`config.mk`:
```
export PLATFORM = sky130hd
export DESIGN_NAME = pack_encoder
export DESIGN_NICKNAME = d
export VERILOG_FILES = /design/src/rtl/pack_encoder.sv
export SDC_FILE = /design/constraint.sdc
export NUM_CORES = 1
export LEC_CHECK = 0
export ABC_AREA = 1
export BUFFER_PORTS_ARGS = -buffer_cell sky130_fd_sc_hd__buf_4
export CORE_MARGIN = 2
export CORE_UTILIZATION = 49
export CTS_CLUSTER_DIAMETER = 50
export CTS_CLUSTER_SIZE = 10
export DETAILED_ROUTE_END_ITERATION = 10
export PLACE_DENSITY = 0.77
export RECOVER_POWER = 25
export REMOVE_ABC_BUFFERS = 1
export SETUP_SLACK_MARGIN = 0.15
export SLEW_MARGIN = 20
export SYNTH_ARGS = -nofsm -noshare
export SYNTH_HDL_FRONTEND = slang
export SYNTH_SLANG_ARGS = --single-unit
```
`constraint.sdc`:
```
create_clock -name clk -period 1.84 [get_ports clk]
set_input_delay 0.368 -clock clk [delete_from_list [all_inputs] [get_ports clk]]
set_output_delay 0.368 -clock clk [all_outputs]
set_load 0.01 [all_outputs]
```
`src/rtl/pack_encoder.sv`:
```
// Entry stage of the pixel-pack pipeline: normalises sync polarity, generates x/y
// coordinates and qualifies pixels as valid only while the incoming timing is locked.
module pack_encoder #(
    parameter int H_ACT  = 1280,
    parameter int V_ACT  = 720,
    parameter int VS_POL = 1,
    parameter int HS_POL = 1,
    localparam int XW = $clog2(H_ACT),
    localparam int YW = $clog2(V_ACT),
    localparam int O_PACK_SIZE = 3*8 + 4 + XW + YW
) (
    input  logic                   clk,
    input  logic                   rstn,
    input  logic                   i_vs,
    input  logic                   i_hs,
    input  logic                   i_de,
    input  logic [7:0]             i_r,
    input  logic [7:0]             i_g,
    input  logic [7:0]             i_b,
    output logic [O_PACK_SIZE-1:0] o_pack,
    output logic                   o_locked,
    output logic [7:0]             o_err_cnt
);

    // Line counter holds up to V_ACT+1 so an over-long frame stays distinguishable.
    localparam int              LW     = $clog2(V_ACT + 2);
    localparam logic [XW-1:0]   X_MAX  = XW'(H_ACT - 1);
    localparam logic [LW-1:0]   L_ACT  = LW'(V_ACT);
    localparam logic [LW-1:0]   L_SAT  = LW'(V_ACT + 1);
    localparam logic [LW-1:0]   L_YMAX = LW'(V_ACT - 1);
    localparam logic            VS_ACT = (VS_POL != 0);
    localparam logic            HS_ACT = (HS_POL != 0);

    typedef enum logic [1:0] {IDLE, CHECK, LOCK} state_t;

    logic          s1_vs, s1_hs, s1_de, s1_vs_d, s1_de_d;
    logic [7:0]    s1_r, s1_g, s1_b;

    logic [XW-1:0] x_q, x_nxt;
    logic          x_ovf, x_ovf_nxt;
    logic [LW-1:0] line_cnt, lines_done;
    logic          line_bad, bad_done;
    logic [YW-1:0] y_cur;

    state_t        state;
    logic [7:0]    err_cnt;

    logic [7:0]    p_r, p_g, p_b;
    logic          p_vs, p_hs, p_de;
    logic [XW-1:0] p_x;
    logic [YW-1:0] p_y;

    // Stage 1: capture inputs with syncs normalised to active-high.
    always_ff @(posedge clk or negedge rstn) begin
        if (!rstn) begin
            s1_vs   <= 1'b0;
            s1_hs   <= 1'b0;
            s1_de   <= 1'b0;
            s1_vs_d <= 1'b0;
            s1_de_d <= 1'b0;
            s1_r    <= '0;
            s1_g    <= '0;
            s1_b    <= '0;
        end else begin
            // NOTE: non-blocking so every register samples pre-edge values; blocking
            // here would let s1_vs_d see this cycle's s1_vs and kill the edge detect.
            s1_vs   <= (i_vs == VS_ACT);
            s1_hs   <= (i_hs == HS_ACT);
            s1_de   <= i_de;
            s1_vs_d <= s1_vs;
            s1_de_d <= s1_de;
            s1_r    <= i_r;
            s1_g    <= i_g;
            s1_b    <= i_b;
        end
    end

    logic vs_edge, de_fall, line_start, x_at_max, line_ok, frame_ok, lose;

    assign vs_edge    = s1_vs & ~s1_vs_d;
    assign de_fall    = ~s1_de & s1_de_d;
    // A vs edge inside de restarts the pixel count: the remainder is line 0 of the new frame.
    assign line_start = s1_de & (~s1_de_d | vs_edge);
    assign x_at_max   = (x_q == X_MAX);
    assign line_ok    = x_at_max & ~x_ovf;

    always_comb begin
        // NOTE: defaults first so every path assigns every output and no latch is inferred.
        x_nxt     = x_q;
        x_ovf_nxt = x_ovf;
        if (line_start) begin
            x_nxt     = '0;
            x_ovf_nxt = 1'b0;
        end else if (x_at_max) begin
            x_ovf_nxt = 1'b1;
        end else begin
            x_nxt = x_q + 1'b1;
        end
    end

    // Close the current line before the frame is judged when de falls on a vs edge.
    always_comb begin
        lines_done = line_cnt;
        bad_done   = line_bad;
        if (de_fall) begin
            if (line_cnt != L_SAT)
                lines_done = line_cnt + 1'b1;
            if (!line_ok)
                bad_done = 1'b1;
        end
    end

    assign frame_ok = (lines_done == L_ACT) & ~bad_done;
    assign lose     = (de_fall & ~line_ok) | (vs_edge & ~frame_ok);
    assign y_cur    = vs_edge ? '0 :
                      (line_cnt >= L_YMAX) ? YW'(L_YMAX) : YW'(line_cnt);

    always_ff @(posedge clk or negedge rstn) begin
        if (!rstn) begin
            x_q      <= '0;
            x_ovf    <= 1'b0;
            line_cnt <= '0;
            line_bad <= 1'b0;
        end else begin
            if (s1_de) begin
                x_q   <= x_nxt;
                x_ovf <= x_ovf_nxt;
            end
            if (vs_edge) begin
                line_cnt <= '0;
                line_bad <= 1'b0;
            end else begin
                line_cnt <= lines_done;
                line_bad <= bad_done;
            end
        end
    end

    always_ff @(posedge clk or negedge rstn) begin
        if (!rstn) begin
            state   <= IDLE;
            err_cnt <= '0;
        end else begin
            case (state)
                IDLE:  if (vs_edge) state <= CHECK;
                CHECK: if (vs_edge && frame_ok) state <= LOCK;
                LOCK: begin
                    if (lose) begin
                        state <= CHECK;
                        if (err_cnt != 8'hFF)
                            err_cnt <= err_cnt + 1'b1;
                    end
                end
                default: state <= IDLE;
            endcase
        end
    end

    // Stage 2: output pack; coordinates are forced to zero outside de.
    always_ff @(posedge clk or negedge rstn) begin
        if (!rstn) begin
            p_r  <= '0;
            p_g  <= '0;
            p_b  <= '0;
            p_vs <= 1'b0;
            p_hs <= 1'b0;
            p_de <= 1'b0;
            p_x  <= '0;
            p_y  <= '0;
        end else begin
            p_r  <= s1_r;
            p_g  <= s1_g;
            p_b  <= s1_b;
            p_vs <= s1_vs;
            p_hs <= s1_hs;
            p_de <= s1_de;
            p_x  <= s1_de ? x_nxt : '0;
            p_y  <= s1_de ? y_cur : '0;
        end
    end

    assign o_locked  = (state == LOCK);
    assign o_err_cnt = err_cnt;
    assign o_pack    = {p_r, p_g, p_b, p_vs, p_hs, p_de, p_de & o_locked, p_x, p_y};

endmodule

```
# After elaboration in Yosys (flattened, before gate mapping)
# Index checks and enable logic that the tools add are counted.
dict set report op_classes {
  n_bitwise 17
  addsub 3
  eq_ne 9
  mux 18
  order_cmp 1
  reduce_logical 6
}
# operator count
set op_table {}
lappend op_table {{$mux W10} 6}
lappend op_table {{$mux W11} 3}
lappend op_table {{$add A11 B1 Y11 const B} 1}
lappend op_table {{$eq A11 B11 Y1 const B} 1}
lappend op_table {{$add A10 B1 Y10 const B} 1}
lappend op_table {{$eq A10 B10 Y1 const B} 1}
lappend op_table {{$ge A10 B10 Y1 const B} 1}
lappend op_table {{$ne A10 B10 Y1 const B} 1}
lappend op_table {{$add A8 B1 Y8 const B} 1}
lappend op_table {{$and A1 B1 Y1} 8}
lappend op_table {{$ne A8 B8 Y1 const B} 1}
lappend op_table {{$not A1 Y1} 7}
lappend op_table {{$mux W2} 3}
lappend op_table {{$pmux W2 S3} 1}
lappend op_table {{$reduce_and A3 Y1} 2}
lappend op_table {{$mux W1} 5}
lappend op_table {{$ne A2 B2 Y1 const B} 2}
lappend op_table {{$eq A2 B1 Y1 const B} 1}
lappend op_table {{$eq A2 B2 Y1 const B} 1}
lappend op_table {{$logic_not A2 Y1} 1}
lappend op_table {{$ne A2 B1 Y1 const B} 1}
lappend op_table {{$or A1 B1 Y1} 2}
lappend op_table {{$reduce_and A2 Y1} 1}
lappend op_table {{$reduce_bool A2 Y1} 1}
lappend op_table {{$logic_and A1 B1 Y1} 1}
dict set report totals {
  in_bits 29
  reg_bits 108
  word_cells 74
  out_inout_bits 58
}

# Depth between registers and ports, before layout
dict set report logic_depth {
  depth_word 11
  mapped_depth 16
  mapped_depth_nobuf 16
}

# Least setup slack after synthesis
# No wires, ideal clock.
dict set report synth_timing {
  path_type {register -> register}
  start {register line_cnt[0]}
  end {register err_cnt[2] (netlist: o_err_cnt[2])}
  slack_ns 0.120
  t_required_ns 1.722
  path_stages_with_launch 13
  setup_ns 0.118
  n_path_buf 1
  arrival_time_ns 1.602
  synth_period_minus_slack_ns 1.720
  cell_sequence {dfrtp_1 ha_1 nand3_1 nor2_4 xor2_1 nand2_1 nor2_1 nand3_1 nand2_1 nand2_2 buf_6 nand4_1 nand2_1}
}
dict set report synth_via {
  elab_chain_cells 9
  word_cells_on_any_way 10
  cone_classes {add/sub: 1; eq/ne: 2; mux: 2; bitwise: 4; reduce/logical: 1}
}
# item line
set synth_lines {}
lappend synth_lines {{start: declaration} 41} ;# logic [LW-1:0] line_cnt, lines_done;
lappend synth_lines {{start signal: assignment} 133} ;# line_cnt <= lines_done;
lappend synth_lines {{$add A10 B1 Y10 or $ne A10 B10 Y1 (tied branches)} {107, 106}}
lappend synth_lines {{$mux W10} 106} ;# if (line_cnt != L_SAT)
lappend synth_lines {{$mux W10 (*)} 105} ;# if (de_fall) begin
lappend synth_lines {{$eq A10 B10 Y1 (*)} 113} ;# assign frame_ok = (lines_done == L_ACT) & ~bad_done;
lappend synth_lines {{$and A1 B1 Y1 (*)} 113}
lappend synth_lines {{$not A1 Y1 (*)} 114} ;# assign lose = (de_fall & ~line_ok) | (vs_edge & ~frame_ok);
lappend synth_lines {{$and A1 B1 Y1 (*)} 114}
lappend synth_lines {{$or A1 B1 Y1 (*)} 114}
lappend synth_lines {{$reduce_and A3 Y1 (no line) (*)} -}
lappend synth_lines {{end signal: assignment} 151} ;# err_cnt <= err_cnt + 1'b1;
lappend synth_lines {{end: declaration} 46} ;# logic [7:0] err_cnt;
# Every way passes the cells marked *; elsewhere a longest branch is shown, timed or not.
# A chain may end at the register's enable or synchronous reset.

# Worst setup path in the final report
dict set report layout_timing {
  start {register line_cnt[1]}
  end {register state[1]}
}
dict set report layout_via {
  elab_chain_cells 10
  word_cells_on_any_way 13
  cone_classes {add/sub: 1; eq/ne: 4; mux: 2; bitwise: 4; reduce/logical: 2}
}
# item line
set layout_lines {}
lappend layout_lines {{$add A10 B1 Y10 or $ne A10 B10 Y1 (tied branches)} {107, 106}}
lappend layout_lines {{$mux W10} 106}
lappend layout_lines {{$mux W10 (*)} 105}
lappend layout_lines {{$eq A10 B10 Y1 (*)} 113}
lappend layout_lines {{$and A1 B1 Y1 (*)} 113}
lappend layout_lines {{$not A1 Y1} 114}
lappend layout_lines {{$and A1 B1 Y1} 114}
lappend layout_lines {{$or A1 B1 Y1} 114}
lappend layout_lines {{$ne A2 B1 Y1 (no line)} -}
lappend layout_lines {{$reduce_and A3 Y1 (no line) (*)} -}
lappend layout_lines {{end signal: assignment} 141} ;# state <= IDLE;
lappend layout_lines {{end signal: assignment} 145} ;# IDLE: if (vs_edge) state <= CHECK;
lappend layout_lines {{end signal: assignment} 146} ;# CHECK: if (vs_edge && frame_ok) state <= LOCK;
lappend layout_lines {{end: declaration} 45} ;# state_t state;
# Marked as above.

==> flow_summary_export.csv <==
group,metric,value,unit
power,p_per_area,747,nW/um^2
critical_path,path_cells,"inv_2, ha_4, nand3_2, nor2_1, nand2_1, nand2_2, nand2_2, nand2_2, nand2_2, nor2_2, nand3_2, nand2_4, nand2_4, buf_4, o21ai_2",
placed_design,gp_congestion,0.856,
clocking,clk_latency,0.37,ns
critical_path,crit_family,"simple AND/OR/NAND/NOR gates",
layout,area_delta_synth_final,41.6,%
yosys,synth_cells,387,
power,power.share.combinational,10.4,%
drt,vias_per_cell,5.11,
drt,drtIter0Drc,189,
floorplanning,die_w,95.7,microns
yosys,async_flop_share,100,%
floorplanning,core-area,8180,sq um
placed_design,placed_cells,598,
sta,finalCriticalPeriod,2.05,ns
sta,slew_headroom,42.6,%
critical_path,crit_required,2.13,ns
grt,grtUsageMet3,4.86,%
yosys,synth-compound-area-share,4.28,%
yosys,yosys.area_share.simple,19.3,%
power,finalPower,0.00436,W
critical_path,cp_common_cell,"nand2_2",
sta,setup_viol_count_final,23,
grt,grt_overflow,0,
run_status,failed_checks,"setup timing",
clocking,clock_path_buffers,2,
placed_design,port_buffers,86,
yosys,synth_common_cells,"dfrtp_1 (108), nand2_1 (67), inv_1 (49)",
yosys,synthAdderAreaFrac,1.21,%
clocking,cts_root_buf,"clkbuf_8",
sta,finClkSkew,0.0115,ns
sta,finalMaxSlewViolations,0,
grt,gr-usage-met1,24.7,%
clocking,cts.clk_slew.worst_paths,0.11,ns
critical_path,critPathKind,"register to register",
critical_path,cp.depth,15,
floorplanning,start_util,50.4,%
clocking,cts_buffers,9,
critical_path,start_kind,"register",
floorplanning,ioPinCount,87,
sta,worst_pin_slew,0.861,ns
critical_path,slowest_delay,0.47,ns
yosys,synth_xor_area_share,3.40,%
floorplanning,dieArea,9160,sq um
floorplanning,rows,33,
grt,busiest_layer,"met2",
yosys,yosysMostFrequentCell,"dfrtp_1",
power,p_int,0.00321,W
drt,first_pass_iters,4,
yosys,avgSynthCellArea,10.6,sq um
yosys,ys_ff_latch,108,
yosys,ys_seq_area_share,65.6,%
critical_path,path_buf_inv,2,
yosys,synth_top_cell_area_share,65.6,%
min_path,worstHoldPathCells,1,
power,swShare,26.4,%
layout,drive_gt1_share,43.2,%
sta,fmax,487,MHz
yosys,yosys_most_used_dff,"dfrtp_1",
power,pwr-share-clk,32.2,%
layout,instances_no_fill,637,
drt,avgRoutedWirePerCell,15.8,microns
clocking,cts_tree,"yes",
drt,ant_nets,0,
sta,finalHoldViolations,0,
grt,grt_pass1_vias,3199,
clocking,htreeDepth,3,
yosys,synth_top_family_by_area,"simple AND/OR/NAND/NOR gates",
grt,grt.total_usage,20.8,%
critical_path,cp.arrival,2.34,ns
layout,nNetsFinal,560,
yosys,synth_enable_flop_cells,0,
power,pwr-share-seq,57.4,%
drt,wirelength,10.0,mm
grt,antenna_found_initial,0,
placed_design,preCtsSetupSlack,-0.170,ns
critical_path,rr_worst_depth,15,
critical_path,cp_slowest_cell,"dfrtp_2",
run_status,outcome,"complete, but fails checks",
yosys,ys_types,33,
min_path,hold_class,"primary input to register",
yosys,muxShareOfSynthArea,0,%
yosys,netlist_top_cells_area,"dfrtp_1 (66%), nand2_1 (6.1%), inv_1 (4.5%), nor2_1 (3.6%), xor2_1 (3.0%)",
grt,grt_max_degree,49,
drt,drc,0,
clocking,clock-sinks,108,
critical_path,cp_max_fo,6,
power,irDropWorstVdd,0.519,mV
layout,diodes,0,
yosys,syn_area,4120,sq um
power,p_leak,2.92,nW
sta,fin_ws,-0.212,ns
sta,rsz0062_at_grt,"true",
drt,vias,3255,
yosys,yosys.area.top_type,"dfrtp_1",
grt,use_met2,36.9,%
critical_path,crit_path_end_kind,"register",
placed_design,dp_hpwl,5.70,mm
yosys,yosys_warnings,0,
job,maxCapViolCount,0,
sta,final.setup.tns,-2.02,ns
power,p_switching,0.00115,W
floorplanning,die_y,95.7,microns
grt,grt_pass1_wl,14.5,mm
sta,fin_crit_sh,112,%
[kinds of logic (layout without fill, tap and decap cells)]
logic type               count (synthesis)  count (layout)
AO/OA/AOI/OAI                           31              31
XOR/XNOR                                16              16
adder cells (fa/ha/maj)                  4               4
buffers and inverters                   61             205
flip-flops                             108             108
AND/OR/NAND/NOR                        167             168
[registers in the layout, indices dropped and copies added (netlist names)]
name and count:
p_de 1, s1_g 8, s1_de 1, p_x 11, s1_hs 1, p_g 8
state 2, line_bad 1, p_hs 1, s1_vs 1, x_q 11, p_vs 1
p_b 8, s1_b 8, o_err_cnt 8, x_ovf 1, p_y 10, p_r 8
s1_r 8, line_cnt 10
[worst paths after layout]
check                             from           to  slack, ns
setup / recovery           line_cnt[1]     state[1]      -0.21
min in group asynchronous         rstn      s1_b[6]       0.63
max in group asynchronous         rstn  line_cnt[4]       0.45
hold reg to reg                s1_r[2]       p_r[2]       0.35
hold / removal                  i_r[6]      s1_r[6]       0.12
setup reg to reg           line_cnt[1]     state[1]      -0.21
[repair_timing]
item	4_1_cts	5_1_grt
pin swaps	21	34
hold endpoints to repair	32	0
gates cloned	1	0
buffers inserted	13	8
gates resized for setup	47	51
endpoints found under the setup margin	32	42
hold buffers	1	0
[layout make-up]
class / count / area, sq um
clock buffers: 9 / 124
inverters: 51 / 206
fillers: 553 / 2340
multi-input cells: 219 / 1500
flip-flops and latches: 108 / 2710
clock inverters: 7 / 78.8
repair buffers: 138 / 1090
well taps: 105 / 131
[power by group through the flow]
stage	sequential [W]	combinational, W	clock (W)
global placement	0.00253	0.000335	0
floorplan	0.00256	0.0000979	0
global route	0.00251	0.000494	0.00154
CTS	0.00250	0.000398	0.00143
finish	0.00250	0.000453	0.00140
detailed placement	0.00254	0.000346	0
[stage by stage]
| step | area (sq um) | utilization, % | hold WS [ns] |
|---|---|---|---|
| floorplan | 4060 | - | 0.0724 |
| global placement | 5090 | 62.2 | 0.329 |
| detailed placement | 5090 | 62.2 | 0.335 |
| CTS | 5570 | 68.2 | 0.0865 |
| global route | 5830 | 71.4 | 0.0897 |
| finish | 5830 | 71.4 | 0.121 |
[metal layers]
metal,wire [microns],share of wire (%)
met1,3960,39
met2,5180,52
met3,554,5.5
met4,342,3.4
met5,0,0
[placed cells by master, fill, tap and decap left out, types with 7 or more instances in the layout]
cell type | synthesis | routed
clkbuf_8 | 0 | 9
buf_6 | 1 | 9
nand3_1 | 18 | 12
xor2_1 | 14 | 12
clkbuf_4 | 0 | 27
nor2_1 | 39 | 33
nand4_1 | 13 | 13
nand2_1 | 67 | 52
nor2_4 | 3 | 7
dfrtp_1 | 108 | 105
buf_4 | 4 | 97
nand2_2 | 5 | 18
o21ai_2 | 1 | 7
inv_1 | 49 | 47
Power figures use the tool's default switching activity.
